===== config.mk =====
export PLATFORM = sky130hd
export DESIGN_NAME = lsu_ddr3_responder_flat
export DESIGN_NICKNAME = d
export VERILOG_FILES = /design/src/rtl/lsu_ddr3_responder_if.sv /design/src/rtl/lsu_ddr3_responder.sv /design/src/flat_wrapper.sv
export SDC_FILE = /design/constraint.sdc
export NUM_CORES = 1
export LEC_CHECK = 0
export ABC_AREA = 1
export CORE_ASPECT_RATIO = 0.5
export CORE_UTILIZATION = 35
export CTS_CLUSTER_DIAMETER = 80
export DETAILED_ROUTE_END_ITERATION = 7
export PLACE_DENSITY = 0.73
export SLEW_MARGIN = 20
export SYNTH_ARGS = -nofsm -noshare
export SYNTH_HDL_FRONTEND = slang
export SYNTH_SLANG_ARGS = --single-unit

===== constraint.sdc =====
create_clock -name clk -period 1.5 [get_ports clk]
set_clock_uncertainty 0.05 [all_clocks]
set_input_delay 0.3 -clock clk [delete_from_list [all_inputs] [get_ports clk]]
set_output_delay 0.3 -clock clk [all_outputs]
set_load 0.01 [all_outputs]

===== src/rtl/lsu_ddr3_responder_if.sv =====
// ----------------------------------------------------------------------------
// lsu_ddr3_responder_if
//   Groups the three buses around the LSU-to-DDR3 responder:
//     - LSU request   : LSUOut2DDR3_en/_we/_addr/_wdata (LSU -> responder)
//     - DDR3 backing  : mem_req/_we/_addr/_wdata (responder -> controller),
//                       mem_ack/_rdata (controller -> responder)
//     - completion    : DDR3_rdy, DDR3_w_rdy, DDR3_rdata (responder -> LSU)
//   Modports:
//     slave  : the responder itself
//     master : the LSU / DDR3 controller side (bench or surrounding fabric)
// ----------------------------------------------------------------------------
interface lsu_ddr3_responder_if #(
    parameter int ADDR_W = 32,
    parameter int DATA_W = 32
);
    logic              LSUOut2DDR3_en;
    logic              LSUOut2DDR3_we;
    logic [ADDR_W-1:0] LSUOut2DDR3_addr;
    logic [DATA_W-1:0] LSUOut2DDR3_wdata;

    logic              mem_req;
    logic              mem_we;
    logic [ADDR_W-1:0] mem_addr;
    logic [DATA_W-1:0] mem_wdata;
    logic              mem_ack;
    logic [DATA_W-1:0] mem_rdata;

    logic              DDR3_rdy;
    logic              DDR3_w_rdy;
    logic [DATA_W-1:0] DDR3_rdata;

    modport slave (
        input  LSUOut2DDR3_en, LSUOut2DDR3_we, LSUOut2DDR3_addr, LSUOut2DDR3_wdata,
        input  mem_ack, mem_rdata,
        output mem_req, mem_we, mem_addr, mem_wdata,
        output DDR3_rdy, DDR3_w_rdy, DDR3_rdata
    );

    modport master (
        output LSUOut2DDR3_en, LSUOut2DDR3_we, LSUOut2DDR3_addr, LSUOut2DDR3_wdata,
        output mem_ack, mem_rdata,
        input  mem_req, mem_we, mem_addr, mem_wdata,
        input  DDR3_rdy, DDR3_w_rdy, DDR3_rdata
    );
endinterface


===== src/rtl/lsu_ddr3_responder.sv =====
// ----------------------------------------------------------------------------
// lsu_ddr3_responder
//   Memory-side end of the LSU-to-DDR3 handshake. Each single-beat request
//   strobed by the LSU is forwarded to the DDR3 controller (mem_req held until
//   mem_ack); completion is reported as a level on DDR3_rdy (read) or
//   DDR3_w_rdy (write) that stays high for RESP_HOLD non-stalled cycles,
//   followed by a low GAP so the LSU-side edge detector (which samples only
//   when stall_i=0) always sees a fresh 0->1 edge. A one-entry pending buffer
//   absorbs a request that arrives while a transaction is in flight.
//
// Ports:
//   clk       : clock, all logic on posedge
//   reset     : synchronous active-low reset
//   stall_i   : pipeline stall, gates the completion hold/gap counting
//   bus       : lsu_ddr3_responder_if.slave (LSU request, DDR3 bus, completion)
//   overrun_o : sticky, a request was dropped because the buffer was full
//   busy_o    : FSM not in IDLE or pending buffer occupied (combinational)
//   timeout_o : sticky, WAIT_ACK gave up after TIMEOUT cycles
//               (present only when DDR3_TIMEOUT_EN is defined)
//
// Build option:
//   DDR3_TIMEOUT_EN : adds the WAIT_ACK watchdog and the timeout_o port.
//                     Without it WAIT_ACK waits for mem_ack indefinitely.
// ----------------------------------------------------------------------------
module lsu_ddr3_responder #(
    parameter int ADDR_W    = 32,
    parameter int DATA_W    = 32,
    parameter int RESP_HOLD = 2,
    parameter int TIMEOUT   = 255
) (
    input  logic                    clk,
    input  logic                    reset,
    input  logic                    stall_i,
    lsu_ddr3_responder_if.slave     bus,
    output logic                    overrun_o,
    output logic                    busy_o
`ifdef DDR3_TIMEOUT_EN
   ,output logic                    timeout_o
`endif
);

    if (RESP_HOLD < 1 || TIMEOUT < 1) begin : g_param_check
        $error("lsu_ddr3_responder: RESP_HOLD and TIMEOUT must both be >= 1");
    end

    localparam int HOLD_W = $clog2(RESP_HOLD + 1);

    typedef enum logic [2:0] {
        S_IDLE,
        S_ISSUE,
        S_WAIT_ACK,
        S_RESP,
        S_GAP
    } state_e;

    typedef struct packed {
        logic              we;
        logic [ADDR_W-1:0] addr;
        logic [DATA_W-1:0] wdata;
    } req_t;

    state_e            state_q,    state_d;
    req_t              act_q,      act_d;      // request being serviced
    req_t              pend_q,     pend_d;     // one-entry pending buffer
    logic              pend_vld_q, pend_vld_d;
    logic              mem_req_q,  mem_req_d;
    logic              rdy_q,      rdy_d;
    logic              w_rdy_q,    w_rdy_d;
    logic [DATA_W-1:0] rdata_q,    rdata_d;
    logic              overrun_q,  overrun_d;
    logic [HOLD_W-1:0] hold_cnt_q, hold_cnt_d;

`ifdef DDR3_TIMEOUT_EN
    localparam int TMO_W = $clog2(TIMEOUT + 1);
    logic [TMO_W-1:0]  tmo_cnt_q,  tmo_cnt_d;
    logic              timeout_q,  timeout_d;
`endif

    req_t in_req;
    logic strobe_to_act;   // this cycle's strobe was consumed by IDLE directly

    assign in_req = '{we:    bus.LSUOut2DDR3_we,
                      addr:  bus.LSUOut2DDR3_addr,
                      wdata: bus.LSUOut2DDR3_wdata};

    // ------------------------------------------------------------------------
    // Next-state logic
    // ------------------------------------------------------------------------
    always_comb begin
        // NOTE: every variable gets its hold value first so no path through the
        // case leaves it unassigned, which would otherwise infer a latch.
        state_d       = state_q;
        act_d         = act_q;
        pend_d        = pend_q;
        pend_vld_d    = pend_vld_q;
        mem_req_d     = mem_req_q;
        rdy_d         = rdy_q;
        w_rdy_d       = w_rdy_q;
        rdata_d       = rdata_q;
        overrun_d     = overrun_q;
        hold_cnt_d    = hold_cnt_q;
        strobe_to_act = 1'b0;
`ifdef DDR3_TIMEOUT_EN
        tmo_cnt_d     = tmo_cnt_q;
        timeout_d     = timeout_q;
`endif

        unique case (state_q)
            S_IDLE: begin
                // A buffered request has priority over a fresh strobe; the
                // strobe then lands in the buffer freed this same cycle.
                if (pend_vld_q) begin
                    act_d      = pend_q;
                    pend_vld_d = 1'b0;
                    state_d    = S_ISSUE;
                end else if (bus.LSUOut2DDR3_en) begin
                    act_d         = in_req;
                    strobe_to_act = 1'b1;
                    state_d       = S_ISSUE;
                end
            end

            S_ISSUE: begin
                mem_req_d = 1'b1;
                state_d   = S_WAIT_ACK;
`ifdef DDR3_TIMEOUT_EN
                tmo_cnt_d = '0;
`endif
            end

            S_WAIT_ACK: begin
                if (bus.mem_ack) begin
                    mem_req_d  = 1'b0;
                    if (!act_q.we) rdata_d = bus.mem_rdata;
                    rdy_d      = !act_q.we;
                    w_rdy_d    = act_q.we;
                    hold_cnt_d = '0;
                    state_d    = S_RESP;
                end
`ifdef DDR3_TIMEOUT_EN
                // Give up and complete normally so the LSU never hangs; a read
                // returns zero data.
                else if (tmo_cnt_q == TMO_W'(TIMEOUT - 1)) begin
                    mem_req_d  = 1'b0;
                    timeout_d  = 1'b1;
                    if (!act_q.we) rdata_d = '0;
                    rdy_d      = !act_q.we;
                    w_rdy_d    = act_q.we;
                    hold_cnt_d = '0;
                    state_d    = S_RESP;
                end else begin
                    tmo_cnt_d = tmo_cnt_q + 1'b1;
                end
`endif
            end

            S_RESP: begin
                // Only non-stalled cycles count, since the LSU side samples
                // the ready level only when stall_i=0.
                if (!stall_i) begin
                    if (hold_cnt_q == HOLD_W'(RESP_HOLD - 1)) begin
                        rdy_d      = 1'b0;
                        w_rdy_d    = 1'b0;
                        hold_cnt_d = '0;
                        state_d    = S_GAP;
                    end else begin
                        hold_cnt_d = hold_cnt_q + 1'b1;
                    end
                end
            end

            S_GAP: begin
                // One non-stalled low cycle lets the sampler see 0 before the
                // next completion raises the ready again.
                if (!stall_i) state_d = S_IDLE;
            end

            default: state_d = S_IDLE;
        endcase

        // Any strobe not taken straight into the active registers goes to the
        // pending buffer, or is dropped when the buffer is still occupied.
        if (bus.LSUOut2DDR3_en && !strobe_to_act) begin
            if (!pend_vld_d) begin
                pend_d     = in_req;
                pend_vld_d = 1'b1;
            end else begin
                overrun_d  = 1'b1;
            end
        end
    end

    // ------------------------------------------------------------------------
    // State registers
    // ------------------------------------------------------------------------
    always_ff @(posedge clk) begin
        // NOTE: non-blocking assignments so every register samples the values
        // from before this edge, independent of statement order.
        if (!reset) begin
            // Data registers are cleared too: they drive outputs that must
            // read zero after reset.
            state_q    <= S_IDLE;
            act_q      <= '0;
            pend_q     <= '0;
            pend_vld_q <= 1'b0;
            mem_req_q  <= 1'b0;
            rdy_q      <= 1'b0;
            w_rdy_q    <= 1'b0;
            rdata_q    <= '0;
            overrun_q  <= 1'b0;
            hold_cnt_q <= '0;
`ifdef DDR3_TIMEOUT_EN
            tmo_cnt_q  <= '0;
            timeout_q  <= 1'b0;
`endif
        end else begin
            state_q    <= state_d;
            act_q      <= act_d;
            pend_q     <= pend_d;
            pend_vld_q <= pend_vld_d;
            mem_req_q  <= mem_req_d;
            rdy_q      <= rdy_d;
            w_rdy_q    <= w_rdy_d;
            rdata_q    <= rdata_d;
            overrun_q  <= overrun_d;
            hold_cnt_q <= hold_cnt_d;
`ifdef DDR3_TIMEOUT_EN
            tmo_cnt_q  <= tmo_cnt_d;
            timeout_q  <= timeout_d;
`endif
        end
    end

    // ------------------------------------------------------------------------
    // Outputs
    // ------------------------------------------------------------------------
    assign bus.mem_req    = mem_req_q;
    assign bus.mem_we     = act_q.we;
    assign bus.mem_addr   = act_q.addr;
    assign bus.mem_wdata  = act_q.wdata;
    assign bus.DDR3_rdy   = rdy_q;
    assign bus.DDR3_w_rdy = w_rdy_q;
    assign bus.DDR3_rdata = rdata_q;
    assign overrun_o      = overrun_q;
    assign busy_o         = (state_q != S_IDLE) || pend_vld_q;
`ifdef DDR3_TIMEOUT_EN
    assign timeout_o      = timeout_q;
`endif

endmodule


===== src/flat_wrapper.sv =====
// flat-port wrapper written by rule: the top's interface ports become plain ports
module lsu_ddr3_responder_flat 
#(
    parameter int ADDR_W    = 32,
    parameter int DATA_W    = 32,
    parameter int RESP_HOLD = 2,
    parameter int TIMEOUT   = 255
)
  (clk, reset, stall_i, overrun_o, busy_o, bus_LSUOut2DDR3_en, bus_LSUOut2DDR3_we, bus_LSUOut2DDR3_addr, bus_LSUOut2DDR3_wdata, bus_mem_ack, bus_mem_rdata, bus_mem_req, bus_mem_we, bus_mem_addr, bus_mem_wdata, bus_DDR3_rdy, bus_DDR3_w_rdy, bus_DDR3_rdata);
  lsu_ddr3_responder_if #(.ADDR_W(ADDR_W), .DATA_W(DATA_W)) bus_i ();
  input  logic clk;
  input  logic reset;
  input  logic stall_i;
  output logic overrun_o;
  output logic busy_o;
  input wire logic [$bits(bus_i.LSUOut2DDR3_en)-1:0] bus_LSUOut2DDR3_en;
  input wire logic [$bits(bus_i.LSUOut2DDR3_we)-1:0] bus_LSUOut2DDR3_we;
  input wire logic [$bits(bus_i.LSUOut2DDR3_addr)-1:0] bus_LSUOut2DDR3_addr;
  input wire logic [$bits(bus_i.LSUOut2DDR3_wdata)-1:0] bus_LSUOut2DDR3_wdata;
  input wire logic [$bits(bus_i.mem_ack)-1:0] bus_mem_ack;
  input wire logic [$bits(bus_i.mem_rdata)-1:0] bus_mem_rdata;
  output wire logic [$bits(bus_i.mem_req)-1:0] bus_mem_req;
  output wire logic [$bits(bus_i.mem_we)-1:0] bus_mem_we;
  output wire logic [$bits(bus_i.mem_addr)-1:0] bus_mem_addr;
  output wire logic [$bits(bus_i.mem_wdata)-1:0] bus_mem_wdata;
  output wire logic [$bits(bus_i.DDR3_rdy)-1:0] bus_DDR3_rdy;
  output wire logic [$bits(bus_i.DDR3_w_rdy)-1:0] bus_DDR3_w_rdy;
  output wire logic [$bits(bus_i.DDR3_rdata)-1:0] bus_DDR3_rdata;
  assign bus_i.LSUOut2DDR3_en = bus_LSUOut2DDR3_en;
  assign bus_i.LSUOut2DDR3_we = bus_LSUOut2DDR3_we;
  assign bus_i.LSUOut2DDR3_addr = bus_LSUOut2DDR3_addr;
  assign bus_i.LSUOut2DDR3_wdata = bus_LSUOut2DDR3_wdata;
  assign bus_i.mem_ack = bus_mem_ack;
  assign bus_i.mem_rdata = bus_mem_rdata;
  assign bus_mem_req = bus_i.mem_req;
  assign bus_mem_we = bus_i.mem_we;
  assign bus_mem_addr = bus_i.mem_addr;
  assign bus_mem_wdata = bus_i.mem_wdata;
  assign bus_DDR3_rdy = bus_i.DDR3_rdy;
  assign bus_DDR3_w_rdy = bus_i.DDR3_w_rdy;
  assign bus_DDR3_rdata = bus_i.DDR3_rdata;
  lsu_ddr3_responder #(.ADDR_W(ADDR_W), .DATA_W(DATA_W), .RESP_HOLD(RESP_HOLD), .TIMEOUT(TIMEOUT)) u_core (.clk(clk), .reset(reset), .stall_i(stall_i), .bus(bus_i), .overrun_o(overrun_o), .busy_o(busy_o));
endmodule

======== Yosys cells after proc, flatten, opt, wreduce, memory -nomap -nowiden ========
Index checks and enable logic that the tools add are counted.
storage, ports and cells
  bits in registers ....................... 172
  input bits .............................. 102
  output and inout bits ................... 102
  logic and storage cells ................. 70
operators by class
  add/sub/neg operators ................... 1
  equal/unequal tests ..................... 10
  multiplexer cells ....................... 26
  bitwise logic cells ..................... 2
  reduce and logical (&&, ||, !) cells .... 17
operators by type and width
  operator                                                                 count
  65-bit 2-to-1 mux                                                        2
  3-bit 2-to-1 mux                                                         6
  3-bit one-hot mux with 5 select lines                                    1
  1-bit 2-to-1 mux                                                         10
  2-bit AND reduction                                                      4
  3-bit by 2-bit == test with 1-bit output, second input constant          2
  2-bit 2-to-1 mux                                                         3
  2-bit inequality test, second input constant                             3
  1-bit one-hot mux with 2 select lines                                    3
  3-bit AND reduction                                                      2
  2-bit nonzero test                                                       3
  5-bit AND reduction                                                      1
  2-bit one-hot mux with 2 select lines                                    1
  4-bit AND reduction                                                      1
  3-bit by 1-bit == test with 1-bit output, second input constant          1
  3-bit == test, second input constant                                     1
  3-bit zero test                                                          1
  3-bit by 2-bit inequality test with 1-bit output, second input constant  1
  3-bit nonzero test                                                       1
  2-bit by 1-bit adder with 2-bit output, second input constant            1
  2-bit by 1-bit == test with 1-bit output, second input constant          1
  1-bit zero test                                                          2
  2-bit by 1-bit inequality test with 1-bit output, second input constant  1
  1-bit NOT                                                                2
  other kinds (2)                                                          2

======== Depth between registers and ports, before layout ========
Gate-level depths: netlist of the first run.
  word-level depth ........................ 6
  gate-level depth with buffers ........... 11
  depth with buffers taken out ............ 9

======== Worst setup path before layout of the first run ========
OpenSTA, ideal clock, no wires.
  path type ............................... register -> register
  start point ............................. reg u_core.state_q[0]
  end point ............................... reg u_core.pend_q[0] in the netlist's numbering
  library setup time ...................... 113 ps
  arrival time ............................ 1266 ps
  path slack .............................. 71 ps
  cell stages (with the launch flop) ...... 12
  cells stage by stage .................... dfxtp_1 nor2_4 nand2_1 inv_2 nand2_2 nand2_2 nor2_4 buf_6 buf_6 nand2_1 nand2_1 nor2_1
on the way
  longest elaborated chain between the ends .. 5
  elaborated cells on any way between the ends .. 7
  classes of those cells .................. mux: 2; bitwise: 1; reduce/logical: 4
ends and longest elaborated chain
  item                               RTL line                   text
  start: declaration                 lsu_ddr3_responder.sv:62   state_e state_q, state_d;
  start signal: assignment           lsu_ddr3_responder.sv:217  state_q <= state_d;
  3-bit zero test (*)                lsu_ddr3_responder.sv:108  unique case (state_q)
  1-bit 2-to-1 mux                   lsu_ddr3_responder.sv:108
  1-bit zero test                    lsu_ddr3_responder.sv:183  if (bus.LSUOut2DDR3_en && !strobe_to_act) begin
  1-bit logical AND                  lsu_ddr3_responder.sv:183
  2-bit AND reduction (no line) (*)  -
  end signal: assignment             lsu_ddr3_responder.sv:219  pend_q <= pend_d;
  end: declaration                   lsu_ddr3_responder.sv:64   req_t pend_q, pend_d;
Mark *: on every way between the ends. The rest lies on a longest branch, timed or not.
A chain may end at the register's enable or synchronous reset.

======== Final worst setup path of the first run ========
  start point ............................. reg u_core.state_q[0]
  end point ............................... reg u_core.pend_q[64] in the netlist's numbering
The elaborated chain is that of the path after synthesis.

==> run metrics, run 1 <==
DRT Pass-1 Iters=4; RSZ-0062 raised after global routing=true; Chip Height=~100 um; Yosys top cell area share=between 40% and 50%; Distinct cells, synth=19; gr ovfl total=0; worst vdd ir=1.23 mV; WP data required=1.78 ns; I/O pin count=204; # rows=36; synth cell count leaders=nand2_1, nor2_1, dfxtp_1; MaxCap Viol Count=0; final setup margin=-0.0644 ns; Final nets=about 1400; Power Dens Cells=between 1500 and 2000 mW/mm^2; fmax=639 MHz; maximum buffer depth of the clock tree=2; core area=~0.020 mm^2; clk_lat worst skew=0.43 ns; Slew Viols, Final=0; final hold slack=around 0.13 ns; # DRC=0; top-count cell post-synth=nand2_1; synth warn=0; # fillers=1859; Hold Crit Class=in -> reg; clock tree sinks=172; final setup fails=61; width of the die=~200 um; min Tclk post-route=between 1.5 and 2 ns; WS Path Type=reg -> reg; initial antenna violation count=0; PortBufs=between 200 and 250; Arr. time, crit path=between 1.5 and 2 ns; largest net degree at the start of global routing=95; Relative slew margins=around 75%; Vias/cell=4.80; dpl ws=-0.346 ns; run status=finished with violations; fin util=a little over half; syn_area_per_cell=slightly below 7 um^2; Final Cycle Share=104%; GRT Resource Usage Total=between 10% and 20%; Clk pin slew, worst setup/hold paths=0.07 ns; cts hold-fix bufs=0; Post-synth EDFFs=0; setup slack, reg-to-reg=-0.06 ns; Total Routed Length=between 20000 and 25000 um; critical path peak fanout=6; Synth area leader=dfxtp_1; worst slew pin tran=0.375 ns; wire per inst=14.2 um; #FFs+latches synth=approximately 170; detailed placement HPWL=around 13000 um; number of global-route vias before repair=between 6000 and 7000; Initial Util=36.4%; Final ANT Viol Nets=0; share of layout cells above drive strength 1=a little under an eighth; Worst setup SP type=flop; # H-tree levels=4; DR iter-0 viols=374; Pleak=0.00495 uW; TNS Setup=-1.98 ns; area grow syn2layout=49.8%; CTS root buffer=clkbuf_16; Vias=about 7400; Seq/Total Area, Yosys=between 40% and 50%; syn nets=around 1200; Final Wtd Congestion=0.774; Syn Std Cell Area=0.00721 mm^2; ys async rst share=0%; first-pass GRT wire length=33300 um; Fin. Hold Viols=0; Num CTS Buffers=17; Diodes inserted=0; ranking of synthesized cells by area=dfxtp_1, nand2_1, nor2_1; failing checks=setup timing; TritonCTS clock tree=built; most used flip-flop cell after synthesis=dfxtp_1; Worst Setup End Kind=flop; die area=roughly 0.021 mm^2; Cells after Synth=~1100
placed cells by master, fill, tap and decap left out, drive strengths merged:
master	count
buf	56
inv	83
clkinv	5
o21a	1
nor2	207
a21oi	71
clkbuf	29
dlygate4sd2	101
o21ai	102
nand3	72
clkinvlp	1
nand4	1
clkdlybuf4s50	100
nand2	277
dfxtp	172
nor3b	1
bufinv	1
layer usage:
metal  global-route usage [%]  share of wire, %  up-vias
met1                     24.7                44     3440
met5                        0                 0        -
met3                     4.70               5.8       32
met2                     34.2                48      209
li1                         -                 -     3735
met4                     6.04               1.8        0
metrics by stage:
| step | area (um^2) | total power [uW] | std cells |
|---|---|---|---|
| floorplan | 7210 | 10800 | 1055 |
| global placement | 9560 | 13400 | 1480 |
| detailed placement | 9560 | 13600 | 1480 |
| CTS | 10400 | 18600 | 1528 |
| global route | 10800 | 20700 | 1546 |
| finish | 10800 | 19400 | 1546 |
registers in the layout, summed over array words and instances (netlist names), 2 cells and up:
register	flops
u_core.bus.DDR3_rdata	32
u_core.bus.mem_addr	32
u_core.pend_q	65
u_core.bus.mem_wdata	32
u_core.state_q	3
u_core.hold_cnt_q	2
critical path: stages, from the launching register on:
cell       delay, ns
dfxtp_2         0.34
nor2_4          0.11
nand2_2         0.06
inv_2           0.07
buf_6           0.12
nor2_4          0.04
nor2_4          0.11
buf_12          0.14
buf_12          0.13
clkbuf_16       0.16
nand2_2         0.05
nand2_1         0.05
nor2_1          0.04
layout make-up:
cell class	count	area, um^2	area share, %
sequential	172	3450	32.0
clock inverter	12	128	1.18
inverter	78	309	2.86
multi-input combinational	732	3220	29.8
clock buffer	20	458	4.24
tap	266	333	3.08
timing repair buffer	266	2900	26.9
what timing repair did:
| item | 4_1_cts | 5_1_grt |
|---|---|---|
| setup endpoints to repair | 244 | 167 |
| gates cloned | 6 | 10 |
| buffers inserted | 10 | 11 |
| pin swaps | 12 | 9 |
| gates resized for setup | 140 | 53 |
power by group:
group          switching (uW)  internal (uW)  total [uW]
sequential                746           5960        6700
combinational            4440           3900        8340
clock                    1970           2430        4400
cells by family (layout without fill, tap and decap cells):
| family | Yosys count | count (layout) | share of synthesized area [%] |
|---|---|---|---|
| buf+inv | 151 | 376 | 9.40 |
| simple gates | 558 | 558 | 30.7 |
| compound gates | 174 | 174 | 12.1 |
| flops | 172 | 172 | 47.8 |
final timing paths:
path	from	end	depth (start not counted)
setup reg to reg	u_core.state_q[0]$_SDFFE_PN0P_	u_core.pend_q[64]$_SDFFE_PN0P_	12
setup / recovery	u_core.state_q[0]$_SDFFE_PN0P_	u_core.pend_q[64]$_SDFFE_PN0P_	12
hold reg to reg	u_core.hold_cnt_q[1]$_SDFFE_PN0P_	u_core.hold_cnt_q[1]$_SDFFE_PN0P_	2
hold / removal	reset	u_core.pend_q[34]$_SDFFE_PN0P_	3
(Power assumes the default switching activity.)
==> run 2: changes to the inputs <==
--- a/config.mk
+++ b/config.mk
@@ -10,8 +10,8 @@
 export CORE_UTILIZATION = 35
 export CTS_CLUSTER_DIAMETER = 80
 export DETAILED_ROUTE_END_ITERATION = 7
-export PLACE_DENSITY = 0.73
-export SLEW_MARGIN = 20
+export PLACE_DENSITY = 0.71
+export SLEW_MARGIN = 0
 export SYNTH_ARGS = -nofsm -noshare
 export SYNTH_HDL_FRONTEND = slang
 export SYNTH_SLANG_ARGS = --single-unit
==> constraint.sdc (replaced) <==
create_clock -name clk -period 1.9 [get_ports clk]
set_clock_uncertainty 0.05 [all_clocks]
set_input_delay 0.38 -clock clk [delete_from_list [all_inputs] [get_ports clk]]
set_output_delay 0.38 -clock clk [all_outputs]
set_load 0.01 [all_outputs]
==> run 2 against run 1 <==
The run now ends clean; core utilization decreased by 4.1 points; cell count is 3.1% lower; clock power down 28%; register-to-register slack improved by 0.20 ns; sequential power down 21%; power shrank 30%; worst hold slack improved by 0.075 ns; sequential cell count did not move; worst setup slack better by 0.12 ns; critical path type is now reg -> out; highest routed layer unchanged.
==> run metrics, run 2 (synthesized netlist as in run 1, its figures left out) <==
run status=finished clean; Clk pin slew, worst setup/hold paths=0.07 ns (about the same); largest net degree at the start of global routing=131 (+38%); WS Path Type=reg -> out; area grow syn2layout=38.4%; Final ANT Viol Nets=0 (unchanged); Diodes inserted=0 (unchanged); min Tclk post-route=1.84 ns; share of layout cells above drive strength 1=5.19% (-6.3 points); Total Routed Length=18900 um (-14%); fmax=roughly 540 MHz; clk_lat worst skew=0.42 ns (about the same); PortBufs=203 (unchanged); sw power=4960 uW (-31%); TritonCTS clock tree=built; switching share of power=36.2% (-0.56 points); Relative slew margins=64.3% (-11 points); CTS root buffer=clkbuf_16; Final nets=1322 (-3.4%); Worst Setup End Kind=primary output; wire per inst=12.6 um (-12%); MaxCap Viol Count=0 (unchanged); placed insts=1466 (-0.95%); Initial Util=36.4% (unchanged); # H-tree levels=4 (unchanged); Final Cycle Share=a little over nine tenths; width of the die=205 um (unchanged); core area=0.0198 mm^2 (unchanged); Chip Height=103 um (unchanged); Hold Crit Class=in -> reg; gr ovfl total=0 (unchanged); DR iter-0 viols=403 (+7.8%); most frequent cells in the layout=nand2_1, nor2_1, clkdlybuf4s50_1; Power Dens Cells=1370 mW/mm^2 (-24%); Pleak=0.00411 uW (-17%); Final Wtd Congestion=0.741 (-4.3%); Worst setup SP type=flop; Vias/cell=4.69 (-2.1%); Gate power share=38.1% (-4.8 points); final hold slack=0.210 ns (+0.0752 ns); initial antenna violation count=0 (unchanged); Slew Viols, Final=0 (unchanged); RSZ-0062 raised after global routing=false; Fin. Hold Viols=0 (unchanged); clock tree sinks=172 (unchanged); number of global-route vias before repair=6364 (-6.7%); # rows=36 (unchanged); die area=0.0212 mm^2 (unchanged); Num CTS Buffers=17 (unchanged); detailed placement HPWL=12500 um (-6.4%); clock power share=23.3% (+0.7 points); commonest non-fill, non-tap cell in the layout=nand2_1; Reg power frac=38.6% (+4.1 points); maximum buffer depth of the clock tree=2 (unchanged); Non-Filler Instances=1498 (-3.1%); critical path peak fanout=5 (-1); I/O pin count=204 (unchanged); first-pass GRT wire length=30600 um (-8.3%); Arr. time, crit path=1.41 ns (-0.43 ns); GRT Resource Usage Total=18.0% (-1.7 points); Reg with most FFs=u_core.pend_q; worst slew pin tran=0.535 ns (+0.160 ns); final setup fails=0 (-100%); Vias=7033 (-5.2%); # DRC=0 (unchanged); max reg flops=65 (unchanged); Cell Int Power=8730 uW (-29%); DRT Pass-1 Iters=5 (+1); WP data required=1.47 ns (-0.31 ns); worst vdd ir=0.857 mV (-30%)
## run 2: cell count changes in the layout (fill, tap and decap cells not counted), sizes merged, moves of 2 or more
cell           previous run  this run
buf                      56        17
clkbuf                   29        19
clkdlybuf4s50           100       201
clkinvlp                  1         3
dlygate4sd2             101         1
inv                      83        81
## run 2: per-stage QoR
step | setup TNS [ns] | utilization, % | cell area [um^2] | worst slack (ns) | power (uW)
after global routing | 0 | 50.4 | 9980 | 0.000231 | 14700
final | 0 | 50.4 | 9980 | 0.0558 | 13700
after global placement | 0 | 47.6 | 9430 | 0.0378 | 10400
after floorplan | 0 | - | 7210 | 0.471 | 8530
after CTS | 0 | 50.4 | 9980 | 0.0299 | 13800
after detailed placement | -0.0267 | 47.6 | 9430 | -0.0129 | 10600
## run 2: what timing repair did
item / 4_1_cts / 5_1_grt
hold buffers: 0 / 0
resized for setup: 4 / 1
setup buffers: 1 / 0
endpoints found under the hold margin: 0 / 0
setup endpoints to repair: 8 / 1
pin swaps: 1 / 0
## run 2: layout make-up
| type | instances | area [um^2] |
|---|---|---|
| fill | 1920 | 9840 |
| sequential | 172 | 3450 |
| multi-input combinational | 732 | 3100 |
| timing repair buffer | 219 | 2270 |
| clock buffer | 19 | 443 |
| tap | 266 | 333 |
| inverter | 78 | 295 |
| clock inverter | 12 | 90.1 |
## run 2: critical path, cell delays in order (launching register included)
cell	delay, ns
dfxtp_2	0.35
nor2_4	0.11
nand2_2	0.09
inv_4	0.09
nand2_2	0.06
dlygate4sd2_1	0.29
## run 2: layer usage
metal	global-route usage (%)	vias up	routed length (um)
met2	31.4	153	9210
met3	5.23	12	1130
li1	-	3621	-
met1	21.8	3247	8340
met4	5.24	0	187
met5	0	-	0
## run 2: power by group through the flow
| stage | Sequential [uW] | Clock [uW] | Combinational, uW |
|---|---|---|---|
| after floorplan | 5500 | 0 | 3020 |
| after global placement | 5320 | 0 | 5120 |
| after detailed placement | 5350 | 0 | 5230 |
| after CTS | 5290 | 3290 | 5260 |
| after global routing | 5410 | 3460 | 5860 |
| final | 5280 | 3190 | 5220 |
## run 2: path summary, 6_finish.rpt
path                                               end  slack, ns  depth (start not counted)                               from
setup / recovery                                busy_o       0.06                          5     u_core.state_q[0]$_SDFFE_PN0P_
hold / removal          u_core.pend_q[60]$_SDFFE_PN0P_       0.21                          3                              reset
hold reg to reg      u_core.hold_cnt_q[1]$_SDFFE_PN0P_       0.38                          2  u_core.hold_cnt_q[1]$_SDFFE_PN0P_
setup reg to reg  u_core.bus.mem_addr[31]$_SDFFE_PN0P_       0.14                          8     u_core.state_q[0]$_SDFFE_PN0P_
==> run 3: changes to the inputs <==
--- a/config.mk
+++ b/config.mk
@@ -7,10 +7,11 @@
 export LEC_CHECK = 0
 export ABC_AREA = 1
 export CORE_ASPECT_RATIO = 0.5
-export CORE_UTILIZATION = 35
+export CORE_MARGIN = 5
+export CORE_UTILIZATION = 52
 export CTS_CLUSTER_DIAMETER = 80
 export DETAILED_ROUTE_END_ITERATION = 7
-export PLACE_DENSITY = 0.71
+export PLACE_DENSITY = 0.95
 export SLEW_MARGIN = 0
 export SYNTH_ARGS = -nofsm -noshare
 export SYNTH_HDL_FRONTEND = slang
==> run 3 against run 2 <==
Cell count shrank 4.4%; register-to-register slack worse by 0.04 ns; clock power is 15% higher; critical path depth is the same; design area rose by 0.23%; worst hold slack improved by 0.18 ns; clock-buffer cell count decreased by 1; non-clock buffer count up 7; via count is 4.2% higher; critical endpoint unchanged; worst setup slack gained 0.034 ns.
==> run metrics, run 3 (synthesized netlist as in run 1, its figures left out) <==
run status=finished clean; setup slack, reg-to-reg=0.10 ns (-0.04 ns); WP data required=1.47 ns (about the same); TritonCTS clock tree=built; fin util=73.8% (+23 points); Fin. Hold Viols=0 (unchanged); # H-tree levels=4 (unchanged); number of global-route vias before repair=7105 (+12%); Reg with most FFs=u_core.pend_q; gr ovfl total=0 (unchanged); clk_lat worst skew=0.42 ns (about the same); wire per inst=14.1 um (+12%); Final ANT Viol Nets=0 (unchanged); Hold Path Cell Cnt=2 (-1); Final nets=1329 (+0.53%); fmax=553 MHz (+1.9%); Final Wtd Congestion=0.808 (+9.1%); Hold EP=u_core.hold_cnt_q[1]$_SDFFE_PN0P_; RSZ-0062 raised after global routing=false; worst-case reg-to-reg path depth=8 (unchanged); worst vdd ir=0.899 mV (+4.9%); width of the die=177 um (-14%); detailed placement HPWL=13800 um (+10%); Non-Filler Instances=1432 (-4.4%); Final Cycle Share=95.3% (-1.8 points); area grow syn2layout=38.7%; Total Routed Length=20200 um (+6.9%); most frequent cells in the layout=nand2_1, nor2_1, clkdlybuf4s50_1; Critical R2R Launch=u_core.state_q[0]$_SDFFE_PN0P_; Num CTS Buffers=17 (unchanged); GRT Resource Usage Total=24.2% (+6.2 points); Clk pin slew, worst setup/hold paths=0.06 ns (about the same); initial antenna violation count=0 (unchanged); maximum buffer depth of the clock tree=2 (unchanged); Relative slew margins=63.5% (-0.77 points); Chip Height=93.3 um (-9.9%); CTS root buffer=clkbuf_16; max reg flops=65 (unchanged); placed insts=1398 (-4.6%); final hold slack=0.387 ns (+0.177 ns); CP delay by family, top=flip-flops; Pleak=0.00417 uW (+1.6%); largest net degree at the start of global routing=131 (unchanged); worst slew pin tran=0.547 ns (+0.0115 ns); Slowest-stage cell, CP=dfxtp_2; clock tree sinks=172 (unchanged); Worst setup SP type=flop; Arr. time, crit path=1.38 ns (-0.03 ns); CP peak stage delay=0.35 ns (about the same); first-pass GRT wire length=33000 um (+8.0%); Crit path top cell by count=nand2_2; Diodes inserted=0 (unchanged); commonest non-fill, non-tap cell in the layout=nand2_1; critical path peak fanout=5 (unchanged); final setup fails=0 (unchanged); Reg2Reg Capture Point=u_core.bus.mem_wdata[25]$_SDFFE_PN0P_; Hold Crit Class=reg -> reg; min Tclk post-route=1.81 ns (-0.0343 ns); Slew Viols, Final=0 (unchanged); worst hold start=u_core.hold_cnt_q[1]$_SDFFE_PN0P_; WS Path Type=reg -> out; Worst Setup End Kind=primary output; Vias/cell=5.12 (+9.0%); MaxCap Viol Count=0 (unchanged); crit path buf inv count=2 (unchanged); DR iter-0 viols=442 (+9.7%); Initial Util=53.2% (+17 points); I/O pin count=204 (unchanged); share of layout cells above drive strength 1=5.89% (+0.69 points); core area=0.0136 mm^2 (-32%); Vias=7327 (+4.2%); TNS Setup=0 ns (unchanged); Power Dens Cells=1430 mW/mm^2 (+4.1%); DRT Pass-1 Iters=5 (unchanged); # rows=30 (-17%); CP Cell Sequence=nor2_4, nand2_2, inv_2, nand2_2, clkdlybuf4s15_1; # DRC=0 (unchanged); PortBufs=203 (unchanged); die area=0.0165 mm^2 (-22%)
## run 3: cell types whose count changed in the layout (fill, tap and decap cells not counted), sizes merged
cell,change
buf,+7
bufinv,+3
clkbuf,-1
clkdlybuf4s15,+1
clkinv,-1
clkinvlp,-1
dlygate4sd2,-1
inv,+1
## run 3: layout make-up
cell class / instances / area, um^2
clock buffer: 18 / 439
inverter: 78 / 293
fill: 971 / 3550
multi-input combinational: 732 / 3100
tap: 192 / 240
sequential: 172 / 3450
clock inverter: 14 / 185
timing repair buffer: 226 / 2300
## run 3: worst register-to-register path, stage by stage (launching register included)
cell and delay, ns:
dfxtp_2 0.35, nor2_4 0.12, nand2_2 0.08, inv_2 0.10
buf_4 0.40, nand2_2 0.16, buf_4 0.26, nand2_1 0.11
a21oi_1 0.08
## run 3: what timing repair did
action,4_1_cts,5_1_grt
pin swaps,1,0
hold buffers,0,0
endpoints found under the setup margin,1,2
gates resized for setup,4,1
buffers inserted,1,1
## run 3: per-stage QoR
step / setup slack (ns) / power [uW] / cell area (um^2)
detailed placement: -0.0453 / 10600 / 9360
CTS: 0.0339 / 14300 / 9990
global route: 0.00588 / 15200 / 10000
global placement: 0.0660 / 10300 / 9360
floorplan: 0.471 / 8530 / 7210
finish: 0.0902 / 14300 / 10000
## run 3: how the worst max path moves through the flow
stage	cells after the start	startpoint	end
global placement	7	bus_LSUOut2DDR3_en	u_core.bus.mem_wdata[24]$_SDFFE_PN0P_
finish	5	u_core.state_q[0]$_SDFFE_PN0P_	busy_o
detailed placement	7	bus_LSUOut2DDR3_en	u_core.bus.mem_wdata[25]$_SDFFE_PN0P_
CTS	5	u_core.state_q[0]$_SDFFE_PN0P_	busy_o
global route	8	u_core.state_q[0]$_SDFFE_PN0P_	u_core.bus.mem_wdata[25]$_SDFFE_PN0P_
floorplan	11	u_core.state_q[0]$_SDFFE_PN0P_	u_core.pend_q[0]$_SDFFE_PN0P_
## run 3: per-layer routing
layer	part of all wire [%]	vias to the layer above	track usage, %
met5	0	-	0
met4	2.5	0	9.07
met3	7.0	53	6.38
met2	50	252	44.8
met1	41	3386	26.7
li1	-	3636	-
## run 3: power breakdown
part	internal (uW)	switching (uW)
combinational	2320	3000
sequential	4700	613
clock	2140	1520
total	9160	5130
